`config.mk`:
```
export PLATFORM = sky130hd
export DESIGN_NAME = multicycle_controller_flat
export DESIGN_NICKNAME = d
export VERILOG_FILES = /design/src/rtl/multicycle_controller_if.sv /design/src/rtl/multicycle_controller.sv /design/src/flat_wrapper.sv
export SDC_FILE = /design/constraint.sdc
export NUM_CORES = 1
export LEC_CHECK = 0
export ABC_CLOCK_PERIOD_IN_PS = 2300
export BUFFER_PORTS_ARGS = -buffer_cell sky130_fd_sc_hd__buf_2
export CAP_MARGIN = 15
export CORE_MARGIN = 2
export CORE_UTILIZATION = 40
export CTS_BUF_LIST = sky130_fd_sc_hd__clkbuf_8
export DETAILED_ROUTE_END_ITERATION = 10
export PLACE_DENSITY = 0.78
export SLEW_MARGIN = 20
export SYNTH_ARGS = -nofsm -noshare
export SYNTH_HDL_FRONTEND = slang
export SYNTH_SLANG_ARGS = --single-unit
```
`constraint.sdc`:
```
create_clock -name clk -period 2.3 [get_ports clk]
set_clock_uncertainty 0.05 [all_clocks]
set_input_delay 0.115 -clock clk [delete_from_list [all_inputs] [get_ports clk]]
set_output_delay 0.115 -clock clk [all_outputs]
set_load 0.02 [all_outputs]
```
`src/rtl/multicycle_controller_if.sv`:
```
// Purpose: control/status bundle between the multi-cycle MIPS controller and its datapath.
// Latency: none (plain wires); the controller drives every output combinationally from its state.
// Backpressure: mem_ready from the datapath side stalls the controller in FETCH/MEMRD/MEMWR.
//
// Signals:
//   instr      IR contents (op = instr[31:26], funct = instr[5:0])
//   zero       ALU zero flag, meaningful in BRANCH
//   mem_ready  memory finished the current read/write this cycle
//   iord, irwrite, memwrite, regdst, memtoreg, regwrite, alusrca,
//   alusrcb, alucontrol, pcsrc, pcen  datapath selects and enables
//   illegal_op one-cycle pulse in DECODE for an unsupported opcode/funct
interface multicycle_controller_if;
    logic [31:0] instr;
    logic        zero;
    logic        mem_ready;

    logic        iord;
    logic        irwrite;
    logic        memwrite;
    logic        regdst;
    logic        memtoreg;
    logic        regwrite;
    logic        alusrca;
    logic [1:0]  alusrcb;
    logic [3:0]  alucontrol;
    logic [1:0]  pcsrc;
    logic        pcen;
    logic        illegal_op;

    // controller side
    modport master (
        input  instr, zero, mem_ready,
        output iord, irwrite, memwrite, regdst, memtoreg, regwrite,
               alusrca, alusrcb, alucontrol, pcsrc, pcen, illegal_op
    );

    // datapath side
    modport slave (
        output instr, zero, mem_ready,
        input  iord, irwrite, memwrite, regdst, memtoreg, regwrite,
               alusrca, alusrcb, alucontrol, pcsrc, pcen, illegal_op
    );
endinterface

```
`src/rtl/multicycle_controller.sv`:
```
// Purpose: Moore FSM sequencing a shared-memory multi-cycle MIPS datapath (lw/sw/R/addi/beq/bne/j/jr).
// Latency: lw 5, sw/R/addi 4, beq/bne/j/jr 3 cycles incl. FETCH; +1 cycle per mem_ready=0 cycle.
// Backpressure: FETCH, MEMRD and MEMWR hold state and outputs while mem_ready=0; PC/IR never load then.
//
// Ports:
//   clk    single clock, all state updates on posedge
//   reset  synchronous active-high; returns to FETCH and forces all enables/illegal_op low
//   bus    multicycle_controller_if.master (instr/zero/mem_ready in, datapath controls out)
module multicycle_controller (
    input  logic                       clk,
    input  logic                       reset,
    multicycle_controller_if.master    bus
);

    // Opcodes
    localparam logic [5:0] OP_RTYPE = 6'b000000;
    localparam logic [5:0] OP_LW    = 6'b100011;
    localparam logic [5:0] OP_SW    = 6'b101011;
    localparam logic [5:0] OP_ADDI  = 6'b001000;
    localparam logic [5:0] OP_BEQ   = 6'b000100;
    localparam logic [5:0] OP_BNE   = 6'b000101;
    localparam logic [5:0] OP_J     = 6'b000010;

    // R-type funct codes
    localparam logic [5:0] F_ADD = 6'b100000;
    localparam logic [5:0] F_SUB = 6'b100010;
    localparam logic [5:0] F_AND = 6'b100100;
    localparam logic [5:0] F_OR  = 6'b100101;
    localparam logic [5:0] F_SLT = 6'b101010;
    localparam logic [5:0] F_JR  = 6'b001000;

    // ALU operations
    localparam logic [3:0] ALU_AND = 4'b0000;
    localparam logic [3:0] ALU_OR  = 4'b0001;
    localparam logic [3:0] ALU_ADD = 4'b0010;
    localparam logic [3:0] ALU_SUB = 4'b0110;
    localparam logic [3:0] ALU_SLT = 4'b0111;

    // FSM states
    localparam logic [3:0] S_FETCH   = 4'd0;
    localparam logic [3:0] S_DECODE  = 4'd1;
    localparam logic [3:0] S_MEMADR  = 4'd2;
    localparam logic [3:0] S_MEMRD   = 4'd3;
    localparam logic [3:0] S_MEMWB   = 4'd4;
    localparam logic [3:0] S_MEMWR   = 4'd5;
    localparam logic [3:0] S_EXECUTE = 4'd6;
    localparam logic [3:0] S_ALUWB   = 4'd7;
    localparam logic [3:0] S_ADDIEX  = 4'd8;
    localparam logic [3:0] S_ADDIWB  = 4'd9;
    localparam logic [3:0] S_BRANCH  = 4'd10;
    localparam logic [3:0] S_JUMP    = 4'd11;
    localparam logic [3:0] S_JR      = 4'd12;

    logic [3:0] state;
    logic [3:0] next_state;

    logic [5:0] op;
    logic [5:0] funct;
    assign op    = bus.instr[31:26];
    assign funct = bus.instr[5:0];

    // Register fields are consumed by the datapath, not by the controller.
    logic unused_instr_bits;
    assign unused_instr_bits = ^bus.instr[25:6];

    // R-type funct decode: legality and the ALU operation it selects.
    // jr is legal but never reaches EXECUTE, so its ALU code is irrelevant.
    logic       rtype_ok;
    logic [3:0] rtype_alu;

    always_comb begin
        rtype_ok  = 1'b1;
        rtype_alu = ALU_ADD;
        case (funct)
            F_ADD:   rtype_alu = ALU_ADD;
            F_SUB:   rtype_alu = ALU_SUB;
            F_AND:   rtype_alu = ALU_AND;
            F_OR:    rtype_alu = ALU_OR;
            F_SLT:   rtype_alu = ALU_SLT;
            F_JR:    rtype_alu = ALU_ADD;
            default: rtype_ok  = 1'b0;
        endcase
    end

    // Opcode legality, used for the illegal_op pulse in DECODE.
    logic op_ok;

    always_comb begin
        case (op)
            OP_LW, OP_SW, OP_ADDI, OP_BEQ, OP_BNE, OP_J: op_ok = 1'b1;
            OP_RTYPE:                                    op_ok = rtype_ok;
            default:                                     op_ok = 1'b0;
        endcase
    end

    // Next-state logic
    always_comb begin
        next_state = S_FETCH;
        case (state)
            S_FETCH:   next_state = bus.mem_ready ? S_DECODE : S_FETCH;
            S_DECODE: begin
                case (op)
                    OP_LW, OP_SW: next_state = S_MEMADR;
                    OP_RTYPE: begin
                        if (funct == F_JR)
                            next_state = S_JR;
                        else if (rtype_ok)
                            next_state = S_EXECUTE;
                        else
                            next_state = S_FETCH;
                    end
                    OP_ADDI:        next_state = S_ADDIEX;
                    OP_BEQ, OP_BNE: next_state = S_BRANCH;
                    OP_J:           next_state = S_JUMP;
                    default:        next_state = S_FETCH;
                endcase
            end
            // Only lw/sw can reach MEMADR, so op bit 3 separates them.
            S_MEMADR:  next_state = (op == OP_SW) ? S_MEMWR : S_MEMRD;
            S_MEMRD:   next_state = bus.mem_ready ? S_MEMWB : S_MEMRD;
            S_MEMWB:   next_state = S_FETCH;
            S_MEMWR:   next_state = bus.mem_ready ? S_FETCH : S_MEMWR;
            S_EXECUTE: next_state = S_ALUWB;
            S_ALUWB:   next_state = S_FETCH;
            S_ADDIEX:  next_state = S_ADDIWB;
            S_ADDIWB:  next_state = S_FETCH;
            S_BRANCH:  next_state = S_FETCH;
            S_JUMP:    next_state = S_FETCH;
            S_JR:      next_state = S_FETCH;
            default:   next_state = S_FETCH;
        endcase
    end

    always_ff @(posedge clk) begin
        if (reset)
            state <= S_FETCH;
        else
            state <= next_state;
    end

    // Output decode. Moore except for the mem_ready qualification of the
    // FETCH loads and the zero-dependent branch enable.
    logic       o_iord;
    logic       o_irwrite;
    logic       o_memwrite;
    logic       o_regdst;
    logic       o_memtoreg;
    logic       o_regwrite;
    logic       o_alusrca;
    logic [1:0] o_alusrcb;
    logic [3:0] o_alucontrol;
    logic [1:0] o_pcsrc;
    logic       o_pcen;
    logic       o_illegal;

    always_comb begin
        o_iord       = 1'b0;
        o_irwrite    = 1'b0;
        o_memwrite   = 1'b0;
        o_regdst     = 1'b0;
        o_memtoreg   = 1'b0;
        o_regwrite   = 1'b0;
        o_alusrca    = 1'b0;
        o_alusrcb    = 2'b00;
        o_alucontrol = ALU_ADD;
        o_pcsrc      = 2'b00;
        o_pcen       = 1'b0;
        o_illegal    = 1'b0;

        case (state)
            S_FETCH: begin
                // PC+4 computed every FETCH cycle, but only committed with the IR load.
                o_alusrcb = 2'b01;
                o_irwrite = bus.mem_ready;
                o_pcen    = bus.mem_ready;
            end
            S_DECODE: begin
                // Branch target precomputed into ALUOut while the register file is read.
                o_alusrcb = 2'b11;
                o_illegal = ~op_ok;
            end
            S_MEMADR: begin
                o_alusrca = 1'b1;
                o_alusrcb = 2'b10;
            end
            S_MEMRD: begin
                o_iord = 1'b1;
            end
            S_MEMWB: begin
                o_memtoreg = 1'b1;
                o_regwrite = 1'b1;
            end
            S_MEMWR: begin
                o_iord     = 1'b1;
                o_memwrite = 1'b1;
            end
            S_EXECUTE: begin
                o_alusrca    = 1'b1;
                o_alucontrol = rtype_alu;
            end
            S_ALUWB: begin
                o_regdst   = 1'b1;
                o_regwrite = 1'b1;
            end
            S_ADDIEX: begin
                o_alusrca = 1'b1;
                o_alusrcb = 2'b10;
            end
            S_ADDIWB: begin
                o_regwrite = 1'b1;
            end
            S_BRANCH: begin
                o_alusrca    = 1'b1;
                o_alucontrol = ALU_SUB;
                o_pcsrc      = 2'b01;
                o_pcen       = (op == OP_BEQ) ? bus.zero : ~bus.zero;
            end
            S_JUMP: begin
                o_pcsrc = 2'b10;
                o_pcen  = 1'b1;
            end
            S_JR: begin
                o_pcsrc = 2'b11;
                o_pcen  = 1'b1;
            end
            default: begin
            end
        endcase

        // No architectural side effect may escape during a reset cycle.
        if (reset) begin
            o_irwrite  = 1'b0;
            o_memwrite = 1'b0;
            o_regwrite = 1'b0;
            o_pcen     = 1'b0;
            o_illegal  = 1'b0;
        end
    end

    assign bus.iord       = o_iord;
    assign bus.irwrite    = o_irwrite;
    assign bus.memwrite   = o_memwrite;
    assign bus.regdst     = o_regdst;
    assign bus.memtoreg   = o_memtoreg;
    assign bus.regwrite   = o_regwrite;
    assign bus.alusrca    = o_alusrca;
    assign bus.alusrcb    = o_alusrcb;
    assign bus.alucontrol = o_alucontrol;
    assign bus.pcsrc      = o_pcsrc;
    assign bus.pcen       = o_pcen;
    assign bus.illegal_op = o_illegal;

endmodule

```
`src/flat_wrapper.sv`:
```
// flat-port wrapper written by rule: the top's interface ports become plain ports
module multicycle_controller_flat 
  (clk, reset, bus_instr, bus_zero, bus_mem_ready, bus_iord, bus_irwrite, bus_memwrite, bus_regdst, bus_memtoreg, bus_regwrite, bus_alusrca, bus_alusrcb, bus_alucontrol, bus_pcsrc, bus_pcen, bus_illegal_op);
  multicycle_controller_if bus_i ();
  input  logic clk;
  input  logic reset;
  input wire logic [$bits(bus_i.instr)-1:0] bus_instr;
  input wire logic [$bits(bus_i.zero)-1:0] bus_zero;
  input wire logic [$bits(bus_i.mem_ready)-1:0] bus_mem_ready;
  output wire logic [$bits(bus_i.iord)-1:0] bus_iord;
  output wire logic [$bits(bus_i.irwrite)-1:0] bus_irwrite;
  output wire logic [$bits(bus_i.memwrite)-1:0] bus_memwrite;
  output wire logic [$bits(bus_i.regdst)-1:0] bus_regdst;
  output wire logic [$bits(bus_i.memtoreg)-1:0] bus_memtoreg;
  output wire logic [$bits(bus_i.regwrite)-1:0] bus_regwrite;
  output wire logic [$bits(bus_i.alusrca)-1:0] bus_alusrca;
  output wire logic [$bits(bus_i.alusrcb)-1:0] bus_alusrcb;
  output wire logic [$bits(bus_i.alucontrol)-1:0] bus_alucontrol;
  output wire logic [$bits(bus_i.pcsrc)-1:0] bus_pcsrc;
  output wire logic [$bits(bus_i.pcen)-1:0] bus_pcen;
  output wire logic [$bits(bus_i.illegal_op)-1:0] bus_illegal_op;
  assign bus_i.instr = bus_instr;
  assign bus_i.zero = bus_zero;
  assign bus_i.mem_ready = bus_mem_ready;
  assign bus_iord = bus_i.iord;
  assign bus_irwrite = bus_i.irwrite;
  assign bus_memwrite = bus_i.memwrite;
  assign bus_regdst = bus_i.regdst;
  assign bus_memtoreg = bus_i.memtoreg;
  assign bus_regwrite = bus_i.regwrite;
  assign bus_alusrca = bus_i.alusrca;
  assign bus_alusrcb = bus_i.alusrcb;
  assign bus_alucontrol = bus_i.alucontrol;
  assign bus_pcsrc = bus_i.pcsrc;
  assign bus_pcen = bus_i.pcen;
  assign bus_illegal_op = bus_i.illegal_op;
  multicycle_controller u_core (.clk(clk), .reset(reset), .bus(bus_i));
endmodule
```
==> impl_metrics.ini <==
[yosys]
seq_area_frac_synth_pct = 11.7
ys_seq_elements = 4
synth_warnings = 0
synth_cell_type_count = 40
synthTopCellsByArea = dfxtp_1 (12%), nor2_1 (8.8%), nor2b_1 (8.2%)
synth.avg_cell_area_um2 = 6.41
syn-instance-count = 107
synth.top_cell.area_share_pct = 11.7
syn-cell-area_um2 = 686
syn_nets = 143
synth_top_area_cell = dfxtp_1

[hold_path]
whs_path_depth = 3
hold_path_class = in2reg

[grt]
antenna_found_initial = 0
grt_start_max_net_pins = 16
grt_pass1_vias = 726
grt_usage_pct = 19.2
grt.overflow.total = 0
grt_first_pass_wirelength_um = 2990

[clocking]
clock_sinks = 4
clk_latency_ns = 0.22
cts_tree = yes
cts_buffers = 3
hold_buffers = 0
h-tree-depth = 1
cts.path.max_buffers = 2
post-cts-setup-buffer-count = 0
path_clk_slew_ns = 0.03
cts_root_buf = clkbuf_8
cts_resized = 0

[final_layout]
diodes = 0
syn2layout_area_growth_pct = 28.3
largest_reg_flops = 4
post-route-util_pct = 56.4
largestRegisters = u_core.state (4)
nets = 174
regArea_um2 = 80.1
drive_gt1_share_pct = 28.7
multi_input_area_um2 = 572
finalNonFillerCells = 152
top_register = u_core.state
num-fill-cells = 157

[route]
viasPerCell = 5.74
avgRoutedWirePerCell_um = 12.2
wirelength_um = 1850
drtPass1Iterations = 5
antenna_left = 0
drc = 0
drt_first_iter_violations = 5
dr_total_vias = 872

[floorplan]
dieArea_mm2 = 0.00206
die_h_um = 45.4
ioPinCount = 53
dieWidth_um = 45.4
coreArea_mm2 = 0.00156
initial_core_util_pct = 44.0
row_count = 14

[timing]
finalCritPeriodShare_pct = 87.8
setup_slack_ns = 0.280
hold_viol_final = 0
tns_ns = 0
fmax_mhz = 495
final-setup-viol-count = 0
rsz0062_at_grt = false
slew_violations = 0
period_needed_ns = 2.02

[placed_design]
dpl.hpwl_um = 1420
dp_cells = 149
portBuffers = 31
gp_congestion = 0.867
pre_cts_ws_ns = 0.533

[pwr]
p_total_mw = 0.310
p_leak_nw = 0.356
vdd_drop_max_v = 0.000395
powerDensity_mw_per_mm2 = 352

[critical_path]
rr_worst_depth = 5
cp.required_ns = 2.13
path_cells = nor2b_1 -> nand3b_1 -> a2111oi_0 -> buf_2
path_class = reg2out
cp-end-kind = output port
path_delay_family = flip-flops
cp.buffers_inverters = 1
path_max_fanout = 15
crit_arrival_ns = 1.85
crit_path_start_kind = register
slowest_delay_ns = 0.58
critPathSlowestCell = dfxtp_1
path_depth = 4

[job]
drv_cap = 0

[run_status]
status = complete, no violations
[logic make-up (layout without fill, tap and decap cells)]
group / count (synthesis) / count (layout) / share of synthesized area [%]
compound gates: 31 / 31 / 32.1
xor+xnor: 2 / 2 / 2.56
buf+inv: 8 / 37 / 4.93
flops: 4 / 4 / 11.7
other cells: 1 / 1 / 0.547
simple gates: 61 / 61 / 48.2
[stage by stage]
step,hold slack [ns],cell area [µm²]
6_report,0.292,880
5_1_grt,0.330,880
4_1_cts,0.290,880
3_5_place_dp,0.515,838
3_3_place_gp,0.501,838
2_1_floorplan,0.257,686
[worst paths after layout]
kind         slack [ns]               to             from
max reg2reg        0.65  u_core.state[3]  u_core.state[0]
min                0.29  u_core.state[0]            reset
min reg2reg        0.71  u_core.state[2]  u_core.state[3]
max                0.28   bus_illegal_op  u_core.state[0]
[tightest hold or removal path, cell delays in order]
cell	delay, ns
buf_2	0.14
nand3b_1	0.19
a21oi_1	0.06
[area by class of cell]
cell class | instances | share of cell area (%)
multi-input combinational | 95 | 65.0
inverter | 3 | 1.28
tap | 16 | 2.28
timing repair buffer | 31 | 17.6
sequential | 4 | 9.10
clock buffer | 3 | 4.69
[report_power, final]
group	total [mW]	switching, mW	internal [mW]	leakage, nW
clock	0.149	0.0372	0.112	0.0216
combinational	0.0836	0.0503	0.0332	0.302
sequential	0.0772	0.00569	0.0715	0.0325
[cell usage after synthesis]
master	n
o31ai_1	1
a21oi_4	1
conb_1	1
nor2_1	16
nand2_1	12
xnor2_1	2
nand3b_1	3
nor4_1	1
or2b_2	1
nand3_1	4
o2bb2ai_1	1
buf_4	1
and4b_1	1
o21a_4	1
a211oi_1	1
nand2b_1	2
o21ai_0	6
or4b_4	1
a21oi_1	7
o221ai_1	1
o21ai_1	2
nor3_2	1
clkbuf_1	3
nor3b_1	2
nor2b_1	9
nand4b_1	1
a21boi_0	1
a2bb2oi_1	1
a2111o_1	1
a31oi_1	2
nand4_1	1
dfxtp_1	4
a2111oi_0	1
and3_1	1
inv_1	3
a22oi_1	2
nor4b_1	1
o41ai_1	2
nor3_1	4
buf_1	1
[routing by layer]
layer | vias up | part of all wire, % | track usage [%]
met5 | - | 0 | 0
li1 | 448 | - | -
met1 | 387 | 48 | 24.5
met4 | 0 | 0.86 | 7.06
met3 | 2 | 5.5 | 1.19
met2 | 35 | 46 | 33.5
[placed cells by master (no fill, tap or decap), types with 3 or more instances in the layout]
cell / Yosys / routed
buf_2: 0 / 31
nor2_1: 16 / 16
nand2_1: 12 / 12
nor2b_1: 9 / 9
a21oi_1: 7 / 7
o21ai_0: 6 / 6
nand3_1: 4 / 4
nor3_1: 4 / 4
dfxtp_1: 4 / 4
inv_1: 3 / 3
nand3b_1: 3 / 3
clkbuf_8: 0 / 3
Power figures use the tool's default switching activity.
